$ cat src/rtl/lcd_pkg.sv
// rtl/lcd_pkg.sv - shared state type, register-select values and command codes for the LCD bus driver
package lcd_pkg;

  typedef enum logic [2:0] {
    IDLE,
    SETUP,
    PULSE,
    HOLD,
    WAIT,
    DONE
  } lcd_state_t;

  localparam logic RS_CMD  = 1'b0;
  localparam logic RS_DATA = 1'b1;

  localparam logic [7:0] CLEAR      = 8'h01;
  localparam logic [7:0] HOME       = 8'h02;
  localparam logic [7:0] FUNC_8B_1L = 8'h30;
  localparam logic [7:0] FUNC_8B_2L = 8'h38;
  localparam logic [7:0] FUNC_4B_1L = 8'h20;
  localparam logic [7:0] FUNC_4B_2L = 8'h28;

  // Clear and home are the only instructions the controller needs the long execution time for.
  function automatic logic is_long_cmd(input logic rs, input logic [7:0] code);
    return (rs == RS_CMD) && ((code == CLEAR) || (code == HOME));
  endfunction

endpackage

$ cat src/rtl/lcd_timer.sv
// rtl/lcd_timer.sv - loadable down-counter with zero flag, stalled by en
module lcd_timer #(
  parameter int WIDTH = 17
) (
  input  logic             clk,
  input  logic             reset,
  input  logic             en,
  input  logic             load,
  input  logic [WIDTH-1:0] load_value,
  output logic [WIDTH-1:0] count,
  output logic             zero
);

  always_ff @(posedge clk) begin
    if (reset) begin
      count <= '0;
    end else if (en) begin
      if (load) begin
        count <= load_value;
      end else if (count != '0) begin
        count <= count - WIDTH'(1);
      end
    end
  end

  assign zero = (count == '0);

endmodule

$ cat src/rtl/lcd_bus_driver.sv
// rtl/lcd_bus_driver.sv - HD44780-style write-only bus sequencer driven by a one-cycle start request
module lcd_bus_driver
  import lcd_pkg::*;
#(
  parameter int T_SETUP     = 2,
  parameter int T_EN        = 13,
  parameter int T_HOLD      = 2,
  parameter int T_EXEC      = 2000,
  parameter int T_EXEC_LONG = 82000
) (
  input  logic        clk,
  input  logic        reset,
  input  logic        clk_en,
  input  logic        start,
  input  logic [31:0] dataa,
  input  logic [31:0] datab,
  output logic        done,
  output logic [31:0] result,
  output logic        lcd_rs,
  output logic        lcd_rw,
  output logic        lcd_en,
  output logic [7:0]  lcd_data
);

  localparam int MAX_A = (T_SETUP > T_EN) ? T_SETUP : T_EN;
  localparam int MAX_B = (T_HOLD > T_EXEC) ? T_HOLD : T_EXEC;
  localparam int MAX_C = (MAX_A > MAX_B) ? MAX_A : MAX_B;
  localparam int MAX_T = (MAX_C > T_EXEC_LONG) ? MAX_C : T_EXEC_LONG;
  localparam int CW    = (MAX_T > 1) ? $clog2(MAX_T) : 1;

  lcd_state_t    state;
  logic          tmr_load;
  logic [CW-1:0] tmr_value;
  logic [CW-1:0] tmr_count;
  logic          tmr_zero;
  logic          unused_bits;

  assign unused_bits = ^{dataa[31:8], datab[31:1], tmr_count};
  assign lcd_rw      = 1'b0;

  // The counter is reloaded with the next state's duration on the same edge the state changes.
  always_comb begin
    tmr_load  = 1'b0;
    tmr_value = '0;
    unique case (state)
      IDLE: begin
        tmr_load  = start;
        tmr_value = CW'(T_SETUP - 1);
      end
      SETUP: begin
        tmr_load  = tmr_zero;
        tmr_value = CW'(T_EN - 1);
      end
      PULSE: begin
        tmr_load  = tmr_zero;
        tmr_value = CW'(T_HOLD - 1);
      end
      HOLD: begin
        tmr_load  = tmr_zero;
        tmr_value = is_long_cmd(lcd_rs, lcd_data) ? CW'(T_EXEC_LONG - 1) : CW'(T_EXEC - 1);
      end
      default: begin
        tmr_load  = 1'b0;
        tmr_value = '0;
      end
    endcase
  end

  lcd_timer #(
    .WIDTH(CW)
  ) u_timer (
    .clk        (clk),
    .reset      (reset),
    .en         (clk_en),
    .load       (tmr_load),
    .load_value (tmr_value),
    .count      (tmr_count),
    .zero       (tmr_zero)
  );

  always_ff @(posedge clk) begin
    if (reset) begin
      state    <= IDLE;
      done     <= 1'b0;
      result   <= '0;
      lcd_en   <= 1'b0;
      lcd_rs   <= 1'b0;
      lcd_data <= '0;
    end else if (clk_en) begin
      unique case (state)
        IDLE: begin
          if (start) begin
            lcd_data <= dataa[7:0];
            lcd_rs   <= datab[0];
            state    <= SETUP;
          end
        end
        SETUP: begin
          if (tmr_zero) begin
            lcd_en <= 1'b1;
            state  <= PULSE;
          end
        end
        PULSE: begin
          if (tmr_zero) begin
            lcd_en <= 1'b0;
            state  <= HOLD;
          end
        end
        HOLD: begin
          if (tmr_zero) begin
            state <= WAIT;
          end
        end
        WAIT: begin
          if (tmr_zero) begin
            done   <= 1'b1;
            result <= {24'h0, lcd_data};
            state  <= DONE;
          end
        end
        DONE: begin
          done  <= 1'b0;
          state <= IDLE;
        end
        default: begin
          state <= IDLE;
        end
      endcase
    end
  end

endmodule

$ cat config.mk
export PLATFORM = sky130hd
export DESIGN_NAME = lcd_bus_driver
export DESIGN_NICKNAME = d
export VERILOG_FILES = /design/src/rtl/lcd_pkg.sv /design/src/rtl/lcd_timer.sv /design/src/rtl/lcd_bus_driver.sv
export SDC_FILE = /design/constraint.sdc
export NUM_CORES = 1
export LEC_CHECK = 0
export ABC_AREA = 1
export BUFFER_PORTS_ARGS = -buffer_cell sky130_fd_sc_hd__buf_2
export CAP_MARGIN = 20
export CORE_MARGIN = 8
export CORE_UTILIZATION = 51
export DETAILED_ROUTE_END_ITERATION = 10
export HOLD_SLACK_MARGIN = 0.02
export PLACE_DENSITY = 0.94
export SKIP_LAST_GASP = 1
export SYNTH_ARGS = -nofsm -noshare
export SYNTH_HDL_FRONTEND = slang
export SYNTH_SLANG_ARGS = --single-unit
$ cat constraint.sdc
create_clock -name clk -period 3.78 [get_ports clk]
set_input_delay 0.756 -clock clk [delete_from_list [all_inputs] [get_ports clk]]
set_output_delay 0.756 -clock clk [all_outputs]
set_load 0.005 [all_outputs]
---- Word level (Yosys, flattened, before mapping) ----
Index checks and enable logic that the tools add are counted.
storage, ports and cells
  word-level logic and storage cells ...... 52
  output and inout bits ................... 44
  register bits after elaboration ......... 39
  input port bits ......................... 68
operators by class
  bitwise operators ....................... 1
  eq/ne operators ......................... 12
  muxes and demuxes ....................... 15
  reduce and logical (&&, ||, !) cells .... 16
  add/subtract/negate cells ............... 1
operators by type and width
  operator                                                              count
  17-bit two-way mux                                                    3
  17-bit case mux with 3 select lines                                   1
  17-bit zero test                                                      1
  17-bit nonzero test                                                   1
  17-bit by 1-bit subtractor with 17-bit output, second input constant  1
  3-bit two-way mux                                                     5
  3-bit case mux with 5 select lines                                    1
  2-bit inequality test, second input constant                          5
  3-bit AND reduction                                                   3
  8-bit by 1-bit == test with 1-bit output, second input constant       1
  8-bit by 2-bit == test with 1-bit output, second input constant       1
  3-bit by 2-bit == test with 1-bit output, second input constant       2
  3-bit == test, second input constant                                  2
  1-bit case mux with 2 select lines                                    3
  6-bit AND reduction                                                   1
  2-bit nonzero test                                                    3
  4-bit AND reduction                                                   1
  3-bit by 1-bit == test with 1-bit output, second input constant       1
  3-bit zero test                                                       1
  3-bit OR reduction                                                    1
  1-bit two-way mux                                                     2
  2-bit AND reduction                                                   1
  2-bit OR reduction                                                    1
  1-bit logical AND                                                     1
  other kinds (2)                                                       2

---- Depth between registers and ports, before layout ----
  depth in word-level cells ............... 6
  mapped depth ............................ 13

---- Hierarchy ----
Synthesis repeated with hierarchy kept, for this count alone.
unflattened totals
  cells, all modules ...................... 384
  area total of the unflattened synthesis .. 2,499.9 µm²
modules (own cells, without submodules)
  module          cells an instance  times used  area an instance (µm²)
  lcd_timer       215                1           1,273.7
  lcd_bus_driver  169                1           1,226.2

---- Least setup slack after synthesis ----
Ideal clock, no wire load.
  kind .................................... flip-flop to flip-flop
  start point ............................. register u_timer.count[0]
  end point ............................... register u_timer.count[0]
  clock period less this slack ............ 1,533 ps
  library setup time ...................... 114 ps
  data required time ...................... 3,666 ps
  stages on the path, launching flop included .. 13
  slack ................................... 2,247 ps
  arrival ................................. 1,419 ps
  cell sequence ........................... dfxtp_1 inv_1 ha_1 inv_1 nor2_1 nand2_1 nor2_4 nand4_4 nand2_4 buf_8 inv_4 nand2_1 a21oi_2
between the ends
  longest elaborated chain between the ends .. 4
ends and longest elaborated chain
  item                                                                                                   line             source
  start, declared                                                                                        lcd_timer.sv:10  output logic [WIDTH-1:0] count,
  start signal, assigned                                                                                 lcd_timer.sv:19  count <= load_value;
  start signal, assigned                                                                                 lcd_timer.sv:21  count <= count - WIDTH'(1);
  parallel branches: the longest is 4 deep, another holds 17-bit by 1-bit subtractor with 17-bit output  -
Parallel ways; which one is timed is not known. The select of a mux whose other input is x is not followed.
A chain may end at the register's enable or synchronous reset.

---- Final worst setup path ----
  start point ............................. register u_timer.count[0]
  end point ............................... register u_timer.count[1]
Same word-level chain as after synthesis.

==> results.tsv <==
metric	value	unit
run_status	completed	
numPlacedInstances	431	
highest_net_fanout_along_the_worst_path	20	
finish.cell_count_without_fillers	439	
cp_data_arrival_time	2.01	ns
grt_setup_unrepaired	false	
clock-sinks	39	
antenna_found_initial	0	
cts_post_setup_buffers_inserted	0	
grt_max_degree	30	
setup_viol	0	
postSynthRegisterBits	39	
tritoncts_buffer_count	5	
finish.net_count	454	
timing.final.hold_violations	0	
finClkSkew	0.00590	ns
clkLatencyLatePin	0.29	ns
wire_length_of_the_first_global_routing_pass	9040	um
die_area	7310	um^2
place.port_buffers	31	
sequential_to_total_area_share_from_yosys_stat	31.7	%
die_x	85.5	um
hold_path.class	register to register	
finalCritPeriodShare	48.3	%
areaGrowthSynthToFinish	7.26	%
tightestPinTransition	0.842	ns
cts_hold_buffers_added	0	
cts_resized	0	
antenna_violating_nets_post_route	0	
peakVddDrop	459	uV
final_cell_mix	82 x nand2_1, 43 x nor2_1, 39 x dfxtp_1, 37 x inv_1, 31 x buf_2	
fmaxAchievable	0.547	GHz
grt.total_usage	14.8	%
cp-end-kind	register	
drive_above_1_share	20.5	%
routed_wire_length_per_instance	11.9	um
fin_tns_setup	0	ns
cts_tree	done	
synth_area	2460	um^2
powerDensity	724	nW/um^2
cp_data_required_time	3.96	ns
slew_margin_rel	43.8	%
detailedRoute.firstIterationViolations	130	
io-pin-count	112	
final_period_minus_worst_setup_slack	1.83	ns
postSynthAreaPerCell	6.94	um^2
synthDistinctLibCells	33	
detailed_place_hpwl	3970	um
path_class	register to register	
cts_max_level	2	
antennaDiodeCount	0	
rows	25	
clk_root_buffer_cell	clkbuf_8	
final_common_cell	nand2_1	
yosysWarningCount	0	
critical_path.startpoint_type	register	
vias	2157	
p_leak	0.00135	uW
clk_pin_slew	0.08	ns
die_y	85.5	um
detailedRoute.firstPassIterationCount	4	
start_util	52.5	%
synthesis.instances	355	
cts_buffer_depth	2	
drv_slew	0	
globalRoute.totalOverflow	0	
vias_per_cell	4.91	
coreArea	4690	um^2
route.detailed.drc	0	
total_power	1910	uW
totalWireLength	5250	um
number_of_global_route_vias_before_repair	2129	
total_of_max_cap_violations	0	
routabilityCongestion	0.897	
synthesized netlist by cell type (all sizes together):
library cell	count	area, um^2
inv	43	164
buf	32	243
nand2	92	395
clkbuf	1	3.75
dfxtp	39	781
nand3	19	118
nor3	5	25.0
xor2	5	43.8
a21oi	27	158
nand3b	3	22.5
o21ai	24	131
ha	2	25.0
nor2	56	295
xnor2	1	8.76
conb	1	3.75
nand4	5	46.3
metal layers:
layer | track usage [%] | vias up | part of all wire, %
li1 | - | 1120 | -
met4 | 6.37 | 0 | 2.2
met1 | 16.6 | 957 | 43
met5 | 0 | - | 0
met2 | 25.6 | 69 | 48
met3 | 4.20 | 11 | 7.0
flip-flops by register name, indices dropped and copies added, names as in the netlist:
register / cells
lcd_en: 1
done: 1
result: 8
state: 3
lcd_rs: 1
u_timer.count: 17
lcd_data: 8
final cells by class:
type                            count  area [um^2]
Multi-Input combinational cell    264         1360
Sequential cell                    39          781
Clock inverter                      3         43.8
Timing Repair Buffer               31          155
Clock buffer                        5         68.8
Inverter                           43          164
Fill cell                         435         2050
Tap cell                           54         67.6
power breakdown:
group          switching (uW)  total [uW]  internal, uW
Combinational             646         980           334
Clock                     150         347           197
Sequential               88.2         586           498
worst paths after layout:
check                                 startpoint                to  slack (ns)  cells after the start
worst max-delay path            u_timer.count[0]  u_timer.count[1]        1.95                     11
worst min-delay path                      lcd_rs            lcd_rs        0.48                      2
worst max register to register  u_timer.count[0]  u_timer.count[1]        1.95                     11
worst min register to register            lcd_rs            lcd_rs        0.48                      2
critical path: stages, from the launching register on:
cell	delay (ns)
dfxtp_1	0.35
inv_1	0.13
ha_1	0.15
inv_1	0.04
nor2_1	0.11
nand2_1	0.10
nor2_4	0.13
nand4_4	0.20
nand2_4	0.26
nand2_1	0.09
nand2_1	0.09
nor2_1	0.07
per-stage QoR:
stage	utilization (%)	area [um^2]	hold slack, ns	setup slack [ns]
floorplan	-	2550	0.453	2.25
global route	56.3	2640	0.514	1.76
detailed placement	53.9	2530	0.473	1.69
CTS	56.3	2640	0.485	1.97
finish	56.3	2640	0.484	1.95
global placement	53.9	2530	0.446	1.74
kinds of logic (layout without fill, tap and decap cells):
group	after synthesis	in the layout	share of synthesized area, %
compound gates	51	51	11.7
buf+inv	76	82	16.7
flops	39	39	31.7
simple gates	180	180	36.6
other cells	1	25	0.152
xor+xnor	6	6	2.13
fa+ha+maj	2	2	1.02
Power figures use the tool's default switching activity.
